[src/rtl/fb_pattern_writer.sv]
// Framebuffer stimulus engine: walks a single pixel on a timer, or sweeps a
// full frame with fill / clear / checkerboard data over a valid/ready port.
module fb_pattern_writer #(
  parameter int unsigned       WIDTH     = 128,
  parameter int unsigned       HEIGHT    = 64,
  parameter int unsigned       COORD_W   = 8,
  parameter int unsigned       DATA_W    = 8,
  parameter int unsigned       TICK_DIV  = 27000000,
  parameter logic [DATA_W-1:0] WALK_DATA = DATA_W'(8'h01)
) (
  input  logic               clk,
  input  logic               rst_n,
  input  logic [1:0]         mode,
  input  logic               start,
  input  logic               stop,
  output logic               wr_valid,
  input  logic               wr_ready,
  output logic [COORD_W-1:0] wr_x,
  output logic [COORD_W-1:0] wr_y,
  output logic [DATA_W-1:0]  wr_data,
  output logic               busy,
  output logic               frame_done,
  output logic [15:0]        frame_count
);

  if ((WIDTH > 2**COORD_W) || (HEIGHT > 2**COORD_W) || (TICK_DIV < 2)) begin : g_param_check
    $error("fb_pattern_writer: WIDTH/HEIGHT exceed COORD_W range or TICK_DIV < 2");
  end

  localparam int unsigned TICK_W = (TICK_DIV > 1) ? $clog2(TICK_DIV) : 1;
  localparam logic [TICK_W-1:0]  TICK_LAST = TICK_W'(TICK_DIV - 1);
  localparam logic [COORD_W-1:0] X_LAST    = COORD_W'(WIDTH - 1);
  localparam logic [COORD_W-1:0] Y_LAST    = COORD_W'(HEIGHT - 1);

  typedef enum logic [1:0] {
    S_IDLE,
    S_WAIT_TICK,
    S_WRITE,
    S_DONE
  } state_t;

  typedef enum logic [1:0] {
    M_WALK    = 2'd0,
    M_FILL    = 2'd1,
    M_CLEAR   = 2'd2,
    M_CHECKER = 2'd3
  } mode_t;

  state_t              state_q, state_d;
  mode_t               mode_q, mode_d;
  logic [COORD_W-1:0]  x_q, x_d, y_q, y_d;
  logic [DATA_W-1:0]   data_q, data_d;
  logic [TICK_W-1:0]   tick_q, tick_d;
  logic                frame_done_q, frame_done_d;
  logic [15:0]         frame_count_q, frame_count_d;

  logic                accept;
  logic                x_wrap, frame_end;
  logic [COORD_W-1:0]  x_nxt, y_nxt;

  function automatic logic [DATA_W-1:0] pattern(input mode_t m,
                                                input logic [COORD_W-1:0] px,
                                                input logic [COORD_W-1:0] py);
    logic [DATA_W-1:0] d;
    case (m)
      M_WALK:    d = WALK_DATA;
      M_FILL:    d = '1;
      M_CLEAR:   d = '0;
      M_CHECKER: d = ((px[0] ^ py[0]) == 1'b0) ? DATA_W'(8'h55) : DATA_W'(8'hAA);
      default:   d = '0;
    endcase
    return d;
  endfunction

  assign accept    = (state_q == S_WRITE) && wr_ready;
  assign x_wrap    = (x_q == X_LAST);
  assign frame_end = x_wrap && (y_q == Y_LAST);
  assign x_nxt     = x_wrap ? '0 : x_q + COORD_W'(1);
  assign y_nxt     = x_wrap ? ((y_q == Y_LAST) ? '0 : y_q + COORD_W'(1)) : y_q;

  always_comb begin
    state_d       = state_q;
    mode_d        = mode_q;
    x_d           = x_q;
    y_d           = y_q;
    data_d        = data_q;
    tick_d        = tick_q;
    frame_done_d  = 1'b0;
    frame_count_d = frame_count_q;

    case (state_q)
      S_IDLE: begin
        if (start && !stop) begin
          mode_d  = mode_t'(mode);
          x_d     = '0;
          y_d     = '0;
          tick_d  = '0;
          data_d  = pattern(mode_t'(mode), '0, '0);
          state_d = (mode_t'(mode) == M_WALK) ? S_WAIT_TICK : S_WRITE;
        end
      end

      S_WAIT_TICK: begin
        if (stop) begin
          state_d = S_IDLE;
          tick_d  = '0;
        end else if (tick_q == TICK_LAST) begin
          tick_d  = '0;
          state_d = S_WRITE;
        end else begin
          tick_d  = tick_q + TICK_W'(1);
        end
      end

      S_WRITE: begin
        if (accept) begin
          x_d    = x_nxt;
          y_d    = y_nxt;
          data_d = pattern(mode_q, x_nxt, y_nxt);
          if (frame_end) begin
            frame_done_d  = 1'b1;
            frame_count_d = frame_count_q + 16'd1;
          end
        end
        if (stop) begin
          state_d = S_IDLE;
        end else if (accept) begin
          if (mode_q == M_WALK) begin
            // The accept cycle itself counts as tick 0, so writes stay TICK_DIV apart.
            state_d = S_WAIT_TICK;
            tick_d  = TICK_W'(1);
          end else if (frame_end) begin
            state_d = S_DONE;
          end
        end
      end

      S_DONE: state_d = S_IDLE;

      default: state_d = S_IDLE;
    endcase
  end

  always_ff @(posedge clk or negedge rst_n) begin
    if (!rst_n) begin
      state_q       <= S_IDLE;
      mode_q        <= M_WALK;
      x_q           <= '0;
      y_q           <= '0;
      data_q        <= '0;
      tick_q        <= '0;
      frame_done_q  <= 1'b0;
      frame_count_q <= '0;
    end else begin
      state_q       <= state_d;
      mode_q        <= mode_d;
      x_q           <= x_d;
      y_q           <= y_d;
      data_q        <= data_d;
      tick_q        <= tick_d;
      frame_done_q  <= frame_done_d;
      frame_count_q <= frame_count_d;
    end
  end

  assign wr_valid    = (state_q == S_WRITE);
  assign busy        = (state_q != S_IDLE);
  assign wr_x        = x_q;
  assign wr_y        = y_q;
  assign wr_data     = data_q;
  assign frame_done  = frame_done_q;
  assign frame_count = frame_count_q;

endmodule

[config.mk]
export PLATFORM = sky130hd
export DESIGN_NAME = fb_pattern_writer
export DESIGN_NICKNAME = d
export VERILOG_FILES = /design/src/rtl/fb_pattern_writer.sv
export SDC_FILE = /design/constraint.sdc
export NUM_CORES = 1
export LEC_CHECK = 0
export CAP_MARGIN = 20
export CORE_ASPECT_RATIO = 2
export CORE_UTILIZATION = 50
export DETAILED_ROUTE_END_ITERATION = 7
export GPL_TIMING_DRIVEN = 0
export HOLD_SLACK_MARGIN = 0.05
export PLACE_DENSITY = 0.89
export REMOVE_ABC_BUFFERS = 1
export SYNTH_ARGS = -nofsm -noshare
export SYNTH_HDL_FRONTEND = slang
export SYNTH_SLANG_ARGS = --single-unit
[constraint.sdc]
create_clock -name clk -period 2.2 [get_ports clk]
set_input_delay 0.44 -clock clk [delete_from_list [all_inputs] [get_ports clk]]
set_output_delay 0.44 -clock clk [all_outputs]
set_load 0.01 [all_outputs]
==> results.md <==
- Syn avg cell area: 9.32 sq um
- Post-route clock period utilization: 1.01
- DIE AREA: about 0.0075 sq mm
- GP Congestion: 0.843
- Detailed-route DRC error count: 0
- RSZ-0062 raised after global routing: true
- # port buffers: 49
- Largest net degree at the start of global routing: 66
- Die Y: roughly 120 um
- Hold Crit Class: input pin to async pin
- Area leader, netlist: dfrtp_1
- Clk buf depth: 2
- Core Footprint: about 0.0069 sq mm
- First-pass GRT wire length: approximately 16 mm
- Pre-CTS setup slack: -0.984 ns
- Final min period: 2.22 ns
- Die X: ~62 um
- Synth async-reset ratio: 1.00
- Startpoint type of the worst setup path: flip-flop
- I/O pin cnt: 50
- Antenna Cells: 0
- Hpwl dp: 6.08 mm
- Maximum vdd drop: around 0.64 mV
- CP endpoint kind: flip-flop
- Worst Path Max Fanout: 7
- Root buf cell: clkbuf_16
- Wire per inst: about 19 um
- Pwr dens: 990 mW/mm^2
- Top cell type's share of synthesized area: 0.453
- Max_cap viols: 0
- # nets final: about 470
- Register area share after synthesis: 0.453
- Num rows: between 40 and 50
- Status: finished, violations left
- Required time of the worst setup path: 2.42 ns
- Synth top area cells: dfrtp_1 45%, nand2_1 5.2%, xor2_1 3.7%
- Syn Std Cell Area: 0.00359 sq mm
- Rel. slew slack: 0.447
- Post-synth EDFFs: 0
- Routed wire length: 10.3 mm
- Worst Clk Skew: between 0.008 and 0.009 ns
- Fillers: ~420
- #FFs+latches synth: 65
- CTS clk-pin slew, worst paths: 0.05 ns
- Gr ovfl total: 0
- Worst path arrival time: 2.44 ns
- Most common flop cell mapped by yosys: dfrtp_1
- P_leak: 2.05 nW
- Layout cells sized above 1: 0.208
- Cells after Synth: 385
- Clk Latency, worst-skew pair: approximately 0.34 ns
- Initial antenna violation count: 0
- Final Setup Violations: 2
- Initial core utilization: 0.517
- Fmax: 450 MHz
- Routed vias/inst: ~6.3
- Ys Warns: 0
- Worst slew pin tran: 0.829 ns
- Setup ws final: -0.0242 ns
- Final slew viol count: 0
- CTS buffer count: 9
- Critical path type: flip-flop to flip-flop
- TritonCTS clock tree: yes
- Final Hold Vio Count: 0
- ANT nets after route: 0
- DR vias: approximately 3400
- Failing checks: setup timing
- Synth cell types: 51
- Vias in the first global route: ~3400
- H-tree depth: 3
- P&R area growth vs syn: 35.3%
- GRT Total Usage: 0.292
- Initial DRC Count: between 200 and 250
- TritonCTS Sinks: 65
- Sum of negative setup slack: -0.0459 ns
- Pre-Repair DR Iteration Count: 5
-- cells in the mapped netlist, types with 2 or more instances --
library cell,count
o311ai_0,2
nor3_1,12
and2_1,6
xor2_1,15
o31ai_1,4
a22oi_1,3
dfrtp_1,65
mux2_2,7
a22o_1,5
buf_4,5
or2_2,2
a31oi_1,6
and4_1,5
ha_1,8
xnor2_1,14
nand3_1,26
nor2_1,29
clkbuf_1,8
and3_1,5
a2bb2oi_1,2
nand2b_1,5
nor4_1,4
o22ai_1,5
buf_2,3
a21oi_1,13
o21ai_0,13
o21bai_1,2
or3_1,8
nand2_1,50
inv_1,14
a221o_1,2
nor3_2,2
nand4_1,17
-- sequential cells by signal, indices dropped and copies added, names as in the netlist --
name / cells
state_q: 2
tick_q: 25
wr_x: 8
frame_done: 1
frame_count: 16
wr_y: 8
mode_q: 2
wr_data: 3
-- path summary, 6_finish.rpt --
check                                    start             end  slack (ns)  depth (start not counted)
worst max-delay path                tick_q[18]       tick_q[7]       -0.02                          6
worst min-delay path                     rst_n         wr_x[3]        0.20                          1
worst max register to register      tick_q[18]       tick_q[7]       -0.02                          6
worst min register to register  frame_count[7]  frame_count[7]        0.50                          1
max in group asynchronous                rst_n         wr_x[0]        1.40                          1
min in group clk                frame_count[7]  frame_count[7]        0.50                          1
-- layout make-up --
cell class	count	area [sq um]	area share
Inverter	14	52.6	0.0108
Timing Repair Buffer	72	669	0.138
Sequential cell	65	1630	0.337
Tap cell	90	113	0.0232
Clock buffer	11	253	0.0521
Multi-Input combinational cell	289	2080	0.428
Clock inverter	5	53.8	0.0111
-- critical path, stage by stage (launching register included) --
cell and delay [ns]:
dfrtp_1 0.38, or4b_4 0.55, nor4_4 0.34, buf_4 0.19, a31oi_4 0.16, buf_6 0.20
a221o_1 0.28
-- cells in the final DEF, fill, tap and decap left out, types with 4 or more instances in the layout --
| cell | n |
|---|---|
| nand2b_1 | 5 |
| o31ai_1 | 4 |
| dfrtp_2 | 5 |
| nor3_1 | 9 |
| nand3_1 | 24 |
| nand4_1 | 17 |
| a21oi_1 | 10 |
| nor2_1 | 28 |
| a31oi_1 | 4 |
| and4_1 | 5 |
| or3_1 | 7 |
| xnor2_1 | 11 |
| buf_4 | 20 |
| dfrtp_1 | 60 |
| a22o_1 | 4 |
| clkbuf_16 | 9 |
| mux2_2 | 7 |
| and2_1 | 6 |
| ha_1 | 5 |
| inv_1 | 13 |
| nand2_1 | 47 |
| o21ai_0 | 13 |
| clkdlybuf4s50_1 | 45 |
| o22ai_1 | 5 |
| xor2_1 | 15 |
-- stage by stage --
stage	hold slack (ns)	std cells	utilization	power [mW]	area, sq um
after floorplan	0.144	368	-	2.29	3500
after global placement	0.462	507	0.591	2.79	4100
after detailed placement	0.491	507	0.591	2.83	4100
after CTS	0.222	536	0.668	4.60	4630
after global routing	0.269	546	0.699	5.02	4850
final	0.199	546	0.699	4.80	4850
-- power breakdown --
group	internal, mW	leakage [nW]	switching [mW]
registers	1.31	0.866	0.139
logic	0.867	1.03	1.03
clock network	0.933	0.155	0.528
total	3.11	2.05	1.69
-- metal layers --
layer  global-route usage  vias to the layer above  wire length (um)  share of wire
li1                     -                     1517                 -              -
met1                0.275                     1664              3430           0.33
met2                0.504                      190              5630           0.55
met3               0.0924                       63               578          0.056
met4                0.199                        0               665          0.065
met5                    0                        -                 0              0
-- kinds of logic after synthesis --
kind of cell	synth area share
muxes	0.0220
adders and majority gates	0.0279
DFF	0.453
and+or+nand+nor	0.262
AOI/OAI and AO/OA	0.125
xor gates and xnor gates	0.0708
buffers and inverters	0.0391
-- repair_timing --
| action | CTS | global route |
|---|---|---|
| hold buffers | 0 | 0 |
| setup endpoints to repair | 58 | 33 |
| pin swaps | 4 | 11 |
| setup buffers | 13 | 10 |
| hold endpoints to repair | 0 | 0 |
| gates resized for setup | 27 | 34 |
No activity file was read; power rests on OpenSTA's default activity.
==> variant: new RTL, config.mk and constraints unchanged <==
The parameter `HEIGHT` goes from 64 to 48.
--- a/src/rtl/fb_pattern_writer.sv
+++ b/src/rtl/fb_pattern_writer.sv
@@ -4,3 +4,3 @@
   parameter int unsigned       WIDTH     = 128,
-  parameter int unsigned       HEIGHT    = 64,
+  parameter int unsigned       HEIGHT    = 48,
   parameter int unsigned       COORD_W   = 8,
Behaviour: no difference found for any inputs over 10 cycles, from zero or initial values and one cycle with rst_n low; that may be too few to reach the edited logic, so the function may still have changed.
==> variant against the unedited design <==
- the flow still finishes with violations (setup timing)
- sequential cell count stayed put
- die area rose by 0.98%
- setup slack worse by 98 ps
- design area grew 0.59%
- total power up 0.96%
- via count grew 6.1%
- combinational power increased by 4%
- routed wire length grew 8.5%
- sequential share of layout area decreased by 0.22 points
- non-clock buffer count grew 9
- hold slack improved by 4.1 ps
- synthesized area rose by 1.0%
- critical path type unchanged
- largest cell class unchanged
- largest power group unchanged
==> variant: results (changes against the unedited design) <==
Final layout
  – Layout fillers: 479 (+13%)
  – Finished Cell Area: 0.00488 mm2 (+0.59%)
  – Share of cells above drive strength 1: 0.201 (-0.00705)
  – Nets: 478 (+2.6%)

Placed design
  – Setup WS pre-CTS: -1140 ps (-151 ps)
  – Placed Area: 0.00414 mm2 (+1.0%)
  – Final Wtd Congestion: 0.930 (+10%)
  – DPL Wire Length: 6410 um (+5.6%)

Critical path
  – CP Data Arrival Time: 2540 ps (+100 ps)
  – Worst R2R End: tick_q[23]$_DFFE_PN0P_
  – Crit Path Class: flop to flop
  – R2R depth: 7 (+1)
  – Max FO, Critical Path: 5 (-2)
  – CP peak stage delay: 560 ps

Power
  – Pleak: 2.12 nW (+3.2%)
  – Combinational Power: 1.97 mW (+4%)
  – NetSw: 1.77 mW (+4.6%)
  – P_int: 3.08 mW (-1.0%)
  – Max rail drop VDD: 664 uV (+2.9%)

Timing
  – Final setup fails: 18 (+16)
  – Min setup slack post-route: -122 ps (-97.7 ps)
  – Hold Slack: 203 ps (+4.08 ps)
  – Clock Skew: 9.49 ps (+1.28 ps)
  – Slew headroom: 0.441 (-0.00623)

Hold path
  – Min-Delay Path Class: input port to async pin

Yosys
  – Largest cells by area after synthesis: dfrtp_1, xnor2_1, nor2_1, nand2_1, nand3_1
  – Compound-gate portion of the synthesized area: 0.120 (-0.00505)
  – Synth cell types: 53 (+3.9%)
  – XOR/XNOR Fraction of Synth Area: 0.0725 (+0.00171)
  – Synth Area in Adders: 0.0276 (-0.000279)
  – Mux contribution to synthesized area: 0.0287 (+0.00669)
  – Post-synth top cells: dfrtp_1, nor2_1, nand2_1, nand3_1, xnor2_1
  – Sequential area share after synthesis: 0.449 (-0.00454)

GRT
  – Initial antenna violation count: 0 (unchanged)
  – First-pass GRT wire length: 16600 um (+5.4%)
  – Tot GR Track Use: 0.284 (-0.00765)
  – Number of global-route vias before repair: 3339 (-1.4%)

Route
  – Number of DRC markers in iteration 0: 403 (+69%)
  – WL per Instance: 20.1 um (+6.3%)
  – Vias per Instance: 6.54 (+4.0%)

Outcome
  – Result of the run: finished, violations left
  – Failing checks: setup timing
## variant: repair_timing
item	4_1_cts	5_1_grt
setup endpoints to repair	59	40
resized for setup	24	28
setup buffers	8	24
endpoints found under the hold margin	0	0
pin swaps	4	15
cloned	0	0
## variant: final cells by class
cell class	count	share of cell area
clock inverters	3	0.00820
repair buffers	81	0.150
well taps	90	0.0231
inverters	11	0.00923
clock buffers	12	0.0526
multi-input cells	295	0.422
flip-flops and latches	65	0.334
## variant: metal layers
metal  wire length (um)  part of all wire  track usage
met4                782             0.070        0.218
met3                708             0.063       0.0530
met5                  0                 0            0
met2               5960              0.53        0.511
met1               3740              0.33        0.287
## variant: kinds of logic after synthesis
kind of cell	count (synthesis)
and+or+nand+nor	182
AOI/OAI and AO/OA	65
DFF	65
xor gates and xnor gates	30
buffers and inverters	26
muxes	10
adders and majority gates	8
## variant: stage by stage
step                      setup TNS, ps  std cells
final                              -995        557
after global routing              -2060        557
after CTS                         -9.35        533
after detailed placement         -28360        510
after global placement          -116670        510
after floorplan                   -3260        371
